`src/rtl/booth_pkg.sv`:
```
// Shared types and helpers for the sequential radix-2 Booth multiplier.
// Holds FSM states, Booth op-select codes and the operand extension function.
package booth_pkg;

  typedef enum logic [1:0] {
    IDLE = 2'd0,
    CALC = 2'd1,
    DONE = 2'd2
  } state_t;

  typedef enum logic [1:0] {
    NOP = 2'd0,
    ADD = 2'd1,
    SUB = 2'd2
  } booth_op_t;

  // Widest operand the extension helper supports.
  localparam int MAX_W = 64;

  // Extends the low 'width' bits of op by one bit (and beyond): sign-fill when is_signed.
  function automatic logic [MAX_W:0] ext(input logic [MAX_W-1:0] op,
                                         input logic             is_signed,
                                         input int               width);
    logic [MAX_W:0] hi_mask;
    logic           fill;
    hi_mask = {(MAX_W+1){1'b1}} << width;
    fill    = is_signed & (|(op & (MAX_W'(1) << (width - 1))));
    return ({1'b0, op} & ~hi_mask) | (fill ? hi_mask : '0);
  endfunction

endpackage

```
`src/rtl/booth_mult_dp.sv`:
```
// Booth multiplier datapath: A/Q/M/qm1 registers, add/sub, arithmetic shift, iteration count.
// One iteration per 'step'; product latched on the final iteration; no flow control of its own.
// Backpressure is handled by the controller, which simply stops asserting load/step.
module booth_mult_dp
  import booth_pkg::*;
#(
  parameter int WIDTH = 16,
  parameter int CNT_W = $clog2(WIDTH + 2)
) (
  input  logic               clk,
  input  logic               rst,
  input  logic               load,
  input  logic               step,
  input  logic               is_signed,
  input  logic [WIDTH-1:0]   multiplicand,
  input  logic [WIDTH-1:0]   multiplier,
  output logic               eqz,
  output logic [2*WIDTH-1:0] product
);

  logic [WIDTH:0]     a_q;
  logic [WIDTH:0]     q_q;
  logic [WIDTH:0]     m_q;
  logic               qm1_q;
  logic [CNT_W-1:0]   cnt_q;

  booth_op_t          op;
  logic [WIDTH:0]     sum;
  logic [WIDTH:0]     a_nx;
  logic [WIDTH:0]     q_nx;
  logic [2*WIDTH-1:0] prod_nx;

  always_comb begin
    op = NOP;
    case ({q_q[0], qm1_q})
      2'b01:   op = ADD;
      2'b10:   op = SUB;
      default: op = NOP;
    endcase

    sum = a_q;
    if (op == ADD) begin
      sum = a_q + m_q;
    end else if (op == SUB) begin
      sum = a_q - m_q;
    end

    // Arithmetic right shift of {sum, Q, qm1}; qm1 picks up Q[0] in the register block.
    a_nx    = {sum[WIDTH], sum[WIDTH:1]};
    q_nx    = {sum[0], q_q[WIDTH:1]};
    prod_nx = {a_nx[WIDTH-2:0], q_nx};
  end

  assign eqz = (cnt_q == CNT_W'(1));

  always_ff @(posedge clk or posedge rst) begin
    if (rst) begin
      a_q     <= '0;
      q_q     <= '0;
      m_q     <= '0;
      qm1_q   <= 1'b0;
      cnt_q   <= '0;
      product <= '0;
    end else if (load) begin
      m_q   <= (WIDTH+1)'(ext(MAX_W'(multiplicand), is_signed, WIDTH));
      q_q   <= (WIDTH+1)'(ext(MAX_W'(multiplier), is_signed, WIDTH));
      a_q   <= '0;
      qm1_q <= 1'b0;
      cnt_q <= CNT_W'(WIDTH + 1);
    end else if (step) begin
      a_q   <= a_nx;
      q_q   <= q_nx;
      qm1_q <= q_q[0];
      cnt_q <= cnt_q - CNT_W'(1);
      if (eqz) begin
        product <= prod_nx;
      end
    end
  end

endmodule

```
`src/rtl/booth_mult_seq.sv`:
```
// Sequential radix-2 Booth multiplier, signed or unsigned per operation.
// Latency WIDTH+1 edges from accept to out_valid; one op in flight, WIDTH+3 cycle best throughput.
// Product is held in DONE until out_ready; in_ready is low whenever an op is in flight.
module booth_mult_seq
  import booth_pkg::*;
#(
  parameter int WIDTH = 16
) (
  input  logic               clk,
  input  logic               rst,
  input  logic               in_valid,
  output logic               in_ready,
  input  logic [WIDTH-1:0]   multiplicand,
  input  logic [WIDTH-1:0]   multiplier,
  input  logic               is_signed,
  output logic               out_valid,
  input  logic               out_ready,
  output logic [2*WIDTH-1:0] product,
  output logic               busy
);

  localparam int CNT_W = $clog2(WIDTH + 2);

  state_t state_q;
  state_t state_d;
  logic   load;
  logic   step;
  logic   eqz;

  always_ff @(posedge clk or posedge rst) begin
    if (rst) begin
      state_q <= IDLE;
    end else begin
      state_q <= state_d;
    end
  end

  always_comb begin
    state_d = state_q;
    load    = 1'b0;
    step    = 1'b0;
    case (state_q)
      IDLE: begin
        if (in_valid) begin
          load    = 1'b1;
          state_d = CALC;
        end
      end
      CALC: begin
        step = 1'b1;
        if (eqz) begin
          state_d = DONE;
        end
      end
      DONE: begin
        if (out_ready) begin
          state_d = IDLE;
        end
      end
      default: state_d = IDLE;
    endcase
  end

  assign in_ready  = (state_q == IDLE);
  assign out_valid = (state_q == DONE);
  assign busy      = ~in_ready;

  booth_mult_dp #(
    .WIDTH (WIDTH),
    .CNT_W (CNT_W)
  ) u_dp (
    .clk          (clk),
    .rst          (rst),
    .load         (load),
    .step         (step),
    .is_signed    (is_signed),
    .multiplicand (multiplicand),
    .multiplier   (multiplier),
    .eqz          (eqz),
    .product      (product)
  );

endmodule

```
`config.mk`:
```
export PLATFORM = sky130hd
export DESIGN_NAME = booth_mult_seq
export DESIGN_NICKNAME = d
export VERILOG_FILES = /design/src/rtl/booth_pkg.sv /design/src/rtl/booth_mult_dp.sv /design/src/rtl/booth_mult_seq.sv
export SDC_FILE = /design/constraint.sdc
export NUM_CORES = 1
export LEC_CHECK = 0
export CORE_MARGIN = 4
export CORE_UTILIZATION = 52
export CTS_BUF_LIST = sky130_fd_sc_hd__clkbuf_8
export CTS_CLUSTER_DIAMETER = 150
export DETAILED_ROUTE_END_ITERATION = 8
export PLACE_DENSITY = 0.78
export SYNTH_ARGS = -nofsm -noshare
export SYNTH_HDL_FRONTEND = slang
export SYNTH_SLANG_ARGS = --single-unit
```
`constraint.sdc`:
```
create_clock -name clk -period 2.7 [get_ports clk]
set_input_delay 0.54 -clock clk [delete_from_list [all_inputs] [get_ports clk]]
set_output_delay 0.54 -clock clk [all_outputs]
set_load 0.02 [all_outputs]
```
# Yosys cells after proc, flatten, opt, wreduce, memory -nomap -nowiden
# Cells that the tools add are included.
# totals
inputBits	37
regBits	91
output_inout_bits	35
wordCells	50
# classes
addsub	3
bitwise_logic	6
n_mux	20
n_reduce_logical	4
n_eq_ne	10
# op_table
op	n
$mux W17	8
$or A16 B17 Y17	2
$add A17 B17 Y17	1
$sub A17 B17 Y17	1
$mux W5	2
$eq A2 B1 Y1 const B	3
$eq A2 B2 Y1 const B	3
$mux W2	3
$pmux W2 S3	1
$reduce_and A3 Y1	2
$eq A5 B1 Y1 const B	1
$mux W1	5
$sub A5 B1 Y5 const B	1
$ne A2 B2 Y1 const B	2
$pmux W2 S2	1
$and A1 B1 Y1	2
$logic_not A2 Y1	1
$ne A2 B1 Y1 const B	1
$not A1 Y1	2
$reduce_bool A2 Y1	1

# Logic depth before layout (Yosys ltp)
# depth
depth_word	7
mapped_depth	11
ltp_nobuf	11

# Cells and area by module
# From an unflattened synthesis, not the netlist that was laid out.
# unflattened
cells_unflattened	626
area_unflattened_um2	5721.7
# by_module_without_submodules
mod	cells_per_inst	n_inst	area_per_inst_um2	seq_area_each_um2
booth_mult_dp	613	1	5601.6	2202.1
booth_mult_seq	13	1	120.1	50.0

# Worst setup path before layout
# OpenSTA, ideal clock, no wires.
# synth_timing
path_type	register to register
startpoint	register u_dp.a_q[0]
endpoint	register u_dp.a_q[11]
setup_time_ns	0.076
path_slack_ns	0.192
stages_incl_launch_ff	12
period_less_slack_ns	2.508
arrival_ns	2.432
n_path_buf	0
t_required_ns	2.624
cell_sequence	dfrtp_1 inv_1 ha_1 inv_1 fa_1 a21o_1 a31o_2 a21oi_2 o311ai_4 xnor2_1 a221o_1 o21ai_1
# synth_between
elab_chain_len	5
word_cells_on_any_way	6
classes_between	add/sub (2); mux (4)
# synth_lines
item	line	text
from (decl)	booth_mult_dp.sv:21	logic [WIDTH:0] a_q;
from (signal assigned)	booth_mult_dp.sv:71	a_q <= a_nx;
$sub A17 B17 Y17	booth_mult_dp.sv:45	sum = a_q - m_q;
$mux W17	booth_mult_dp.sv:44	end else if (op == SUB) begin
$mux W17 *	booth_mult_dp.sv:42	if (op == ADD) begin
$mux W17 *	booth_mult_dp.sv:70	end else if (step) begin
$mux W17 *	booth_mult_dp.sv:64	end else if (load) begin
# Every way passes the cells marked *; elsewhere a longest branch is shown, timed or not. The select of a mux whose other input is x is not followed.
# A chain may end at the register's enable or synchronous reset.

# Worst setup path in the final report
# layout_timing
startpoint	register u_dp.a_q[0]
endpoint	register u_dp.a_q[15]
# Same word-level chain as after synthesis.

==> results <==
cells in the final DEF (no fill, tap or decap), types with 3 or more instances in the layout:
cell type and count:
a211oi_2 4, o21ai_1 16, and3_1 4, o21ai_0 53
dfrtp_1 89, ha_2 4, inv_1 36, a21o_1 6
a22oi_1 17, xor2_1 4, a21oi_1 28, nand3_1 28
nand4_1 3, inv_2 3, o21a_1 5, buf_4 33
nand2_1 95, mux2_2 19, nand2b_1 8, clkdlybuf4s50_1 71
xnor2_1 8, clkbuf_8 9, a31oi_1 5, clkinvlp_4 4
nor2b_1 9, a211oi_1 3, ha_1 32, o31ai_1 5
a21oi_2 3, nor2_1 38, o22ai_1 6, o21bai_1 4
nor3_1 7, mux2i_1 3, nor3b_1 4, o211ai_1 4
sequential cells by signal, indices dropped and copies added, names as in the netlist:
register      flops
u_dp.qm1_q        1
u_dp.cnt_q        5
u_dp.m_q         17
u_dp.q_q         17
u_dp.product     32
state_q           2
u_dp.a_q         16
synthesized netlist by cell type, types with 8 or more instances:
cell,count,area share
o21ai_1,12,0.010
mux2_2,19,0.037
dfrtp_1,90,0.39
inv_1,39,0.025
a21oi_1,28,0.024
buf_2,8,0.0069
ha_1,37,0.080
nand3_1,28,0.024
nor2b_1,9,0.0097
nor2_1,40,0.026
nand2b_1,8,0.0086
a22oi_1,17,0.022
o21ai_0,57,0.049
nand2_1,95,0.061
xnor2_1,10,0.015
clkbuf_8,10,0.024
clkbuf_1,19,0.012
routing by layer:
| layer | up-vias | part of all wire |
|---|---|---|
| met3 | 25 | 0.084 |
| met2 | 206 | 0.45 |
| met5 | - | 0 |
| li1 | 2405 | - |
| met4 | 0 | 0.020 |
| met1 | 2456 | 0.44 |
final timing paths:
kind / end / cells after the start
max in group asynchronous: u_dp.qm1_q / 3
min reg2reg: u_dp.product[31] / 2
max: u_dp.a_q[15] / 12
min: u_dp.product[31] / 2
min in group asynchronous: u_dp.product[11] / 2
max reg2reg: u_dp.a_q[15] / 12
what timing repair did:
| item | CTS | global route |
|---|---|---|
| hold buffers | 0 | 0 |
| pin swaps | 1 | 13 |
| setup endpoints to repair | 6 | 15 |
| buffers inserted | 0 | 6 |
| resized for setup | 2 | 33 |
worst register-to-register path, stage by stage (launching register included):
cell and delay (ns):
dfrtp_1 0.42, inv_2 0.09, ha_4 0.12, inv_2 0.04, fa_2 0.40, a21o_1 0.23
a31o_4 0.24, a21oi_4 0.26, o311ai_4 0.12, buf_4 0.15, o22ai_1 0.14, xnor2_1 0.14
o221ai_1 0.14
logic make-up after synthesis:
family	Yosys count
xor gates and xnor gates	14
buffers and inverters	82
adders and majority gates	39
AOI/OAI and AO/OA	187
muxes	24
DFF	90
and+or+nand+nor	211
cell type report:
type / count / area, µm²
Clock buffer: 9 / 124
Clock inverter: 7 / 52.6
Fill cell: 931 / 3890
Inverter: 39 / 150
Multi-Input combinational cell: 475 / 3240
Sequential cell: 90 / 2250
Tap cell: 140 / 175
Timing Repair Buffer: 106 / 998
metrics by stage:
step                      instances  setup slack, ns  utilization  hold slack, ns
after detailed placement        844          -0.0491        0.608           0.473
final                           866           0.0723        0.642           0.492
after floorplan                 647            0.192            -           0.458
after CTS                       860           0.0157        0.625           0.495
after global routing            866          -0.0635        0.642           0.521
after global placement          844           0.0390        0.608           0.466
==> metrics.log <==
INFO  metric global_route.usage.total = 0.250
INFO  metric clock-skew-final = 0.0149 ns
INFO  metric post_drt_wl_per_cell = 18.2 µm
INFO  metric run_status = completed
INFO  metric path_max_fanout = 5
INFO  metric place.detailed.hpwl = 11.5 mm
INFO  metric adder_and_majority_cell_fraction_of_the_synthesized_area = 0.0867
INFO  metric initial_core_util = 0.533
INFO  metric max_stage_delay = 0.42 ns
INFO  metric antenna_left = 0
INFO  metric worst-setup-path-type = flip-flop to flip-flop
INFO  metric hold_viol = 0
INFO  metric critical_path.cell_chain = inv_2 > ha_4 > inv_2 > fa_2 > a21o_1 > a31o_4 > a21oi_4 > o311ai_4 > buf_4 > o22ai_1 > xnor2_1 > o221ai_1
INFO  metric number_of_iterations_in_the_first_detailed_routing_pass = 5
INFO  metric gr-usage-met2 = 0.375
INFO  metric final_cell_area = 6990 µm²
INFO  metric period_share = 0.973
INFO  metric core.rowCount = 38
INFO  metric tritoncts_num_sinks = 90
INFO  metric required = 2.94 ns
INFO  metric ys.warnings.count = 0
INFO  metric start_point_of_the_critical_path = u_dp.a_q[0]
INFO  metric cts_tree = done
INFO  metric synth_seq_area_share = 0.388
INFO  metric finish.net_count = 797
INFO  metric hold_path.startpoint = u_dp.product[31]
INFO  metric grt_use_met3 = 0.0589
INFO  metric n_antenna_cell = 0
INFO  metric period_minus_slack = 2.63 ns
INFO  metric path_clk_slew = 0.10 ns
INFO  metric headroom_to_the_max_slew_limit = 0.287
INFO  metric drt_iter0_drc = 351
INFO  metric netlist-cell-type-count = 64
INFO  metric wire_length_of_the_first_global_routing_pass = 25.7 mm
INFO  metric cts_max_level = 3
INFO  metric gp_routability_congestion = 0.958
INFO  metric synthFlopType = dfrtp_1
INFO  metric detail_route.vias_per_cell = 5.88
INFO  metric dieArea = 12,900 µm²
INFO  metric timing.rr.start = u_dp.a_q[0]
INFO  metric die-height = 114 µm
INFO  metric timing.setup.tns = 0 ns
INFO  metric die_width = 114 µm
INFO  metric post_dp_cell_area = 6620 µm²
INFO  metric globalRouteOverflowTotal = 0
INFO  metric slew_viol_final = 0
INFO  metric maxCapViolations = 0
INFO  metric yosys_register_bits = 90
INFO  metric netlist_instances = 647
INFO  metric worst_slew_pin_slew = 1.07 ns
INFO  metric clock_tree.root_cell = clkbuf_8
INFO  metric critical_path.endpoint_type = flip-flop
INFO  metric synth_edf_count = 0
INFO  metric clock_insertion_delay_worst_skew = 0.39 ns
INFO  metric achievable-frequency = 381 MHz
INFO  metric cts.path.max_buffers = 2
INFO  metric setup_violations_final = 0
INFO  metric core_region_area = 10,900 µm²
INFO  metric boundaryPins = 72
INFO  metric setup.reg_to_reg.worst_slack = 0.07 ns
INFO  metric grt_max_degree = 52
INFO  metric cts-buffers-inserted = 9
INFO  metric port_buffers = 71
INFO  metric post_synth_mux_area_share = 0.0457
INFO  metric drt_wl_total = 15.8 mm
INFO  metric synth_fp_nets = 723
INFO  metric synth_top_family_by_area = compound AO/OA/AOI/OAI gates
INFO  metric yosys.area_share.xor_xnor = 0.0211
INFO  metric synth_area = 5800 µm²
INFO  metric synth_async_sr_flop_share = 1.00
INFO  metric timing.critical_path.buf_inv = 3
INFO  metric synth_compound_gate_area_share = 0.215
INFO  metric antenna_found_initial = 0
INFO  metric yosys.area_share.simple = 0.164
INFO  metric timing.critical_path.mode_cell = inv_2
INFO  metric vias_in_the_first_global_route = 5,087
INFO  metric critical_path.top_delay_family = compound AO/OA/AOI/OAI gates
INFO  metric worst_hold_path_type = flip-flop to flip-flop
INFO  metric drc_errors = 0
INFO  metric syn_to_final_growth = 20.6%
INFO  metric startpoint_type = flip-flop
INFO  metric route.vias.total = 5,092
INFO  metric slowest_stage = dfrtp_1
INFO  metric critPathArrivalTime = 2.87 ns
INFO  metric use_met1 = 0.354
INFO  metric share_of_post_route_cells_with_drive_strength_above_1 = 0.150
INFO  metric grt-busiest-layer = met2
INFO  metric syn_area_per_cell = 8.97 µm²
Power of run 1 is not shown: default switching activity piles up to over one toggle a cycle in this logic, so the estimate is an artifact.
